### config.mk
export PLATFORM = sky130hd
export DESIGN_NAME = open_set_pop_min
export DESIGN_NICKNAME = d
export VERILOG_FILES = /design/src/rtl/astar_pkg.sv /design/src/rtl/min_tracker.sv /design/src/rtl/open_set_pop_min.sv
export SDC_FILE = /design/constraint.sdc
export NUM_CORES = 1
export LEC_CHECK = 0
export BUFFER_PORTS_ARGS = -buffer_cell sky130_fd_sc_hd__clkbuf_2
export CORE_ASPECT_RATIO = 0.6
export CORE_MARGIN = 1.5
export CORE_UTILIZATION = 50
export CTS_BUF_LIST = sky130_fd_sc_hd__clkbuf_16
export CTS_CLUSTER_DIAMETER = 40
export DETAILED_ROUTE_END_ITERATION = 6
export PLACE_DENSITY = 0.75
export SLEW_MARGIN = 20
export SYNTH_ARGS = -nofsm -noshare
export SYNTH_HDL_FRONTEND = slang
export SYNTH_HIERARCHICAL = 1
export SYNTH_SLANG_ARGS = --single-unit
### constraint.sdc
create_clock -name clk -period 5.2 [get_ports clk]
set_clock_uncertainty 0.1 [all_clocks]
set_input_delay 1.3 -clock clk [delete_from_list [all_inputs] [get_ports clk]]
set_output_delay 1.3 -clock clk [all_outputs]
set_load 0.1 [all_outputs]
### src/rtl/astar_pkg.sv
// Shared types and constants for the A* open-set blocks.
package astar_pkg;

    typedef enum logic [2:0] {
        IDLE,
        SCAN,
        DRAIN,
        CLEAR,
        DONE
    } popmin_state_t;

    // All-ones cost of the given width marks an empty queue slot.
    function automatic logic [63:0] empty_cost(input int unsigned width);
        return {64{1'b1}} >> (64 - width);
    endfunction

endpackage

### src/rtl/min_tracker.sv
// Running minimum of sampled costs; strict-less-than update keeps the lowest index on ties.
module min_tracker
    import astar_pkg::*;
#(
    parameter int unsigned DATA_WIDTH = 8,
    parameter int unsigned ADDR_WIDTH = 4
) (
    input  logic                  clk,
    input  logic                  rst,
    input  logic                  clear,
    input  logic                  sample_en,
    input  logic [DATA_WIDTH-1:0] sample_data,
    input  logic [ADDR_WIDTH-1:0] sample_addr,
    output logic [DATA_WIDTH-1:0] min_data,
    output logic [ADDR_WIDTH-1:0] min_addr
);

    localparam logic [DATA_WIDTH-1:0] EMPTY_COST = DATA_WIDTH'(empty_cost(DATA_WIDTH));

    logic [DATA_WIDTH-1:0] r_min_data;
    logic [ADDR_WIDTH-1:0] r_min_addr;

    always_ff @(posedge clk or posedge rst) begin
        if (rst) begin
            r_min_data <= EMPTY_COST;
            r_min_addr <= '0;
        end else if (clear) begin
            r_min_data <= EMPTY_COST;
            r_min_addr <= '0;
        end else if (sample_en && (sample_data < r_min_data)) begin
            r_min_data <= sample_data;
            r_min_addr <= sample_addr;
        end
    end

    assign min_data = r_min_data;
    assign min_addr = r_min_addr;

endmodule

### src/rtl/open_set_pop_min.sv
// Pop-min scanner over the A* cost queue. Define CLEAR_ON_POP_EN to invalidate the popped entry.
module open_set_pop_min
    import astar_pkg::*;
#(
    parameter int unsigned DATA_WIDTH = 8,
    parameter int unsigned ADDR_WIDTH = 4
) (
    input  logic                  clk,
    input  logic                  rst,
    input  logic                  req_valid,
    output logic                  req_ready,
    output logic                  rd_en,
    output logic [ADDR_WIDTH-1:0] rd_addr,
    input  logic [DATA_WIDTH-1:0] rd_data,
    output logic                  resp_valid,
    input  logic                  resp_ready,
    output logic [ADDR_WIDTH-1:0] resp_addr,
    output logic [DATA_WIDTH-1:0] resp_data,
    output logic                  resp_empty,
    output logic                  wr_en,
    output logic [ADDR_WIDTH-1:0] wr_addr,
    output logic [DATA_WIDTH-1:0] wr_data
);

    localparam logic [DATA_WIDTH-1:0] EMPTY_COST = DATA_WIDTH'(empty_cost(DATA_WIDTH));
    localparam logic [ADDR_WIDTH-1:0] LAST_ADDR  = '1;

    popmin_state_t         r_state;
    popmin_state_t         w_next_state;
    logic [ADDR_WIDTH-1:0] r_rd_addr;
    logic                  r_cmp_valid;
    logic [ADDR_WIDTH-1:0] r_cmp_addr;
    logic                  r_resp_valid;
    logic [ADDR_WIDTH-1:0] r_resp_addr;
    logic [DATA_WIDTH-1:0] r_resp_data;
    logic                  r_resp_empty;
    logic [DATA_WIDTH-1:0] w_min_data;
    logic [ADDR_WIDTH-1:0] w_min_addr;
    logic                  w_accept;
    logic                  w_last;

    assign w_accept = (r_state == IDLE) && req_valid;
    assign w_last   = (r_rd_addr == LAST_ADDR);

    always_ff @(posedge clk or posedge rst) begin
        if (rst) r_state <= IDLE;
        else     r_state <= w_next_state;
    end

    always_comb begin
        w_next_state = r_state;
        case (r_state)
            IDLE:  if (req_valid) w_next_state = SCAN;
            SCAN:  if (w_last) w_next_state = DRAIN;
`ifdef CLEAR_ON_POP_EN
            DRAIN: w_next_state = CLEAR;
            CLEAR: w_next_state = DONE;
`else
            DRAIN: w_next_state = DONE;
`endif
            DONE:  if (r_resp_valid && resp_ready) w_next_state = IDLE;
            default: w_next_state = IDLE;
        endcase
    end

    // Read data for address k arrives one cycle after issue, so the compare stage
    // carries a delayed copy of rd_en/rd_addr alongside it.
    always_ff @(posedge clk or posedge rst) begin
        if (rst) begin
            r_rd_addr   <= '0;
            r_cmp_valid <= 1'b0;
            r_cmp_addr  <= '0;
        end else begin
            if (w_accept)
                r_rd_addr <= '0;
            else if ((r_state == SCAN) && !w_last)
                r_rd_addr <= r_rd_addr + 1'b1;
            r_cmp_valid <= (r_state == SCAN);
            r_cmp_addr  <= r_rd_addr;
        end
    end

    min_tracker #(
        .DATA_WIDTH (DATA_WIDTH),
        .ADDR_WIDTH (ADDR_WIDTH)
    ) u_min_tracker (
        .clk         (clk),
        .rst         (rst),
        .clear       (w_accept),
        .sample_en   (r_cmp_valid),
        .sample_data (rd_data),
        .sample_addr (r_cmp_addr),
        .min_data    (w_min_data),
        .min_addr    (w_min_addr)
    );

    // The tracker settles on entry to DONE; the response is captured one cycle later.
    always_ff @(posedge clk or posedge rst) begin
        if (rst) begin
            r_resp_valid <= 1'b0;
            r_resp_addr  <= '0;
            r_resp_data  <= '0;
            r_resp_empty <= 1'b0;
        end else if ((r_state == DONE) && !r_resp_valid) begin
            r_resp_valid <= 1'b1;
            r_resp_addr  <= w_min_addr;
            r_resp_data  <= w_min_data;
            r_resp_empty <= (w_min_data == EMPTY_COST);
        end else if (r_resp_valid && resp_ready) begin
            r_resp_valid <= 1'b0;
        end
    end

`ifdef CLEAR_ON_POP_EN
    logic                  r_wr_en;
    logic [ADDR_WIDTH-1:0] r_wr_addr;
    logic [DATA_WIDTH-1:0] r_wr_data;
    logic                  w_do_clear;

    assign w_do_clear = (r_state == CLEAR) && (w_min_data != EMPTY_COST);

    always_ff @(posedge clk or posedge rst) begin
        if (rst) begin
            r_wr_en   <= 1'b0;
            r_wr_addr <= '0;
            r_wr_data <= '0;
        end else begin
            r_wr_en   <= w_do_clear;
            r_wr_data <= w_do_clear ? EMPTY_COST : '0;
            if (w_do_clear) r_wr_addr <= w_min_addr;
        end
    end

    assign wr_en   = r_wr_en;
    assign wr_addr = r_wr_addr;
    assign wr_data = r_wr_data;
`else
    assign wr_en   = 1'b0;
    assign wr_addr = '0;
    assign wr_data = '0;
`endif

    assign req_ready  = (r_state == IDLE);
    assign rd_en      = (r_state == SCAN);
    assign rd_addr    = r_rd_addr;
    assign resp_valid = r_resp_valid;
    assign resp_addr  = r_resp_addr;
    assign resp_data  = r_resp_data;
    assign resp_empty = r_resp_empty;

endmodule
==> impl_metrics.py <==
metrics = {
    "run_status": {
        "status": "complete, no violations",
    },
    "floorplan": {
        "die_x_um": 82.0,
        "start_util": 0.547,
        "row_count": 16,
        "core_um2": 3420,
        "ios": 45,
        "die_area_um2": 4130,
        "die_y_um": 50.4,
    },
    "worst_setup_path": {
        "worstPathArrival_ns": 1.83,
        "cp-end-kind": "output pin",
        "worstPathRequired_ns": 3.80,
        "reg2reg_slack_ns": 2.80,
        "worstSetupPathType": "flop to output pin",
        "worstSetupStartpointType": "flop",
        "crit_fanout": 8,
    },
    "sta": {
        "slew_headroom": 0.421,
        "final-hold-violation-count": 0,
        "final_max_slew_viol_count": 0,
        "tns_ns": 0,
        "setup_violations": 0,
        "rsz0062_at_grt": "no",
        "fin_crit_ns": 3.23,
        "worstMarginPinSlew_ns": 0.869,
        "period_share": 0.622,
        "timing.fmax_ghz": 0.309,
    },
    "global_routing": {
        "grt.total_usage": 0.198,
        "met3_usage": 0.0600,
        "use_met1": 0.274,
        "grt.busiest_layer": "met2",
        "grt_pass1_wl_um": 5950,
        "grt_overflow": 0,
        "grt_pass1_vias": 1247,
        "grt_antenna_before_repair": 0,
        "grt_max_degree": 28,
        "met2_usage": 0.296,
    },
    "power": {
        "power_mw": 1.51,
        "max-vdd-ir-drop_mv": 0.299,
        "p_sw_mw": 0.726,
        "power_frac_seq": 0.340,
        "power_frac_comb": 0.475,
        "power_density_nw_per_um2": 702,
        "clkPwrFrac": 0.185,
        "p_leak_nw": 1.14,
        "switching_share": 0.481,
        "internal_power_mw": 0.782,
    },
    "cts": {
        "cts_made_buffers": 5,
        "clock_latency_ns": 0.27,
        "post_cts_resized": 0,
        "post-cts-setup-buffers": 0,
        "ctsHoldBuffers": 0,
        "clk_pin_slew_ns": 0.05,
        "h-tree-depth": 2,
        "root_buffer": "clkbuf_16",
        "clockBufferDepth": 2,
        "cts_tree": "yes",
        "cts_num_sinks": 38,
    },
    "logic_synthesis": {
        "ys_ff_latch": 38,
        "ys.flop_type": "dfrtp_1",
        "syn_area_um2": 1870,
        "synthArstFlopShare": 1.00,
        "synthCells": 167,
        "yosys_warnings": 6,
        "yosysUniqueCellTypes": 36,
        "synth_edf_count": 0,
        "synth_seq_area_share": 0.513,
        "syn_area_per_cell_um2": 11.2,
    },
    "place": {
        "dpl.cell_count": 238,
        "dpl.hpwl_um": 2690,
        "gp_congestion": 0.778,
        "io_buffers": 31,
    },
    "routing": {
        "drt-total-wl_um": 3570,
        "drtAntennaViolNets": 0,
        "drtIter0Drc": 46,
        "first_pass_iters": 4,
        "drc": 0,
        "vias_per_cell": 5.22,
        "vias": 1283,
        "wl_per_cell_um": 14.5,
    },
    "layout": {
        "diodes": 0,
        "layout.nets": 220,
        "fin_cells": 246,
        "area_growth_pct": 14.7,
        "multi_input_area_um2": 782,
        "seq_area_um2": 961,
        "fill_cells": 286,
        "drive_above_1_share": 0.328,
    },
    "flow_run": {
        "maxCapViolCount": 0,
    },
    "hold_path": {
        "worstHoldPathType": "flop to flop",
    },
}
## state kept, by name (all words and copies together) (netlist names)
signal,cells
resp_data,8
r_state,3
rd_addr,4
u_min_tracker/min_data,8
r_cmp_addr,4
r_cmp_valid,1
resp_valid,1
u_min_tracker/min_addr,4
resp_addr,4
resp_empty,1
## layout by cell type (no fill, tap or decap), drive strengths merged, types with 3 or more instances in the layout
master	count
inv	13
clkbuf	36
nor2	20
mux2	13
mux2i	12
o21ai	6
nand4	3
ha	8
nand2b	9
clkinv	3
dfrtp	30
nand3	3
dfstp	8
a21oi	5
conb	13
## cells in the mapped netlist, drive strengths merged, types with 3 or more instances
library cell / count / share of area
a21oi: 5 / 0.015
buf: 16 / 0.063
dfrtp: 30 / 0.40
dfstp: 8 / 0.11
ha: 8 / 0.053
inv: 12 / 0.024
mux2: 13 / 0.078
mux2i: 12 / 0.064
nand2b: 9 / 0.030
nand3: 3 / 0.0080
nand4: 3 / 0.010
nor2: 20 / 0.040
o21ai: 6 / 0.016
## kinds of logic (layout without fill, tap and decap cells)
logic type | count (synthesis) | after routing | synth area share
compound gates | 17 | 17 | 0.0595
buf+inv | 31 | 53 | 0.0935
mux | 25 | 25 | 0.142
fa+ha+maj | 8 | 8 | 0.0534
flops | 38 | 38 | 0.513
other cells | 1 | 13 | 0.00200
simple gates | 47 | 47 | 0.136
## worst max-delay path, cell delays in order (launching register included)
cell      delay [ns]
dfrtp_1         0.42
or3b_1          0.52
clkinv_1        0.15
clkbuf_2        0.47
## worst paths after layout
| kind | cells past startpoint | from | end |
|---|---|---|---|
| min in group asynchronous | 2 | rst | u_min_tracker/min_addr[2] |
| setup reg to reg | 6 | u_min_tracker/min_data[2] | u_min_tracker/min_addr[2] |
| hold / removal | 0 | rd_addr[1] | r_cmp_addr[1] |
| max in group asynchronous | 2 | rst | resp_addr[1] |
| setup / recovery | 3 | r_state[2] | rd_en |
| hold reg to reg | 0 | rd_addr[1] | r_cmp_addr[1] |
## layer usage
| metal | up-vias | wire length (um) |
|---|---|---|
| met4 | 0 | 55 |
| li1 | 607 | - |
| met1 | 617 | 1730 |
| met5 | - | 0 |
| met2 | 53 | 1530 |
| met3 | 6 | 250 |
## per-stage QoR
step	util	setup slack (ns)	hold slack, ns	area [um2]
after detailed placement	0.587	1.97	0.363	2010
after floorplan	-	1.32	0.364	1920
final	0.628	1.97	0.359	2150
after global routing	0.628	1.88	0.378	2150
after CTS	0.628	1.97	0.363	2150
after global placement	0.587	2.05	0.333	2010
## power by group through the flow
stage	sequential [mW]	combinational [mW]	clock (mW)
6_report	0.512	0.716	0.279
5_1_grt	0.527	0.768	0.300
4_1_cts	0.513	0.720	0.285
3_5_place_dp	0.517	0.717	0
3_3_place_gp	0.507	0.692	0
2_1_floorplan	0.700	0.416	0
## area by class of cell
| cell class | instances | share of cell area |
|---|---|---|
| sequential | 38 | 0.447 |
| multi-input combinational | 110 | 0.364 |
| timing repair buffer | 32 | 0.0757 |
| clock inverter | 3 | 0.00582 |
| clock buffer | 5 | 0.0582 |
| inverter | 13 | 0.0227 |
| tap | 45 | 0.0262 |
(Power assumes the default switching activity.)
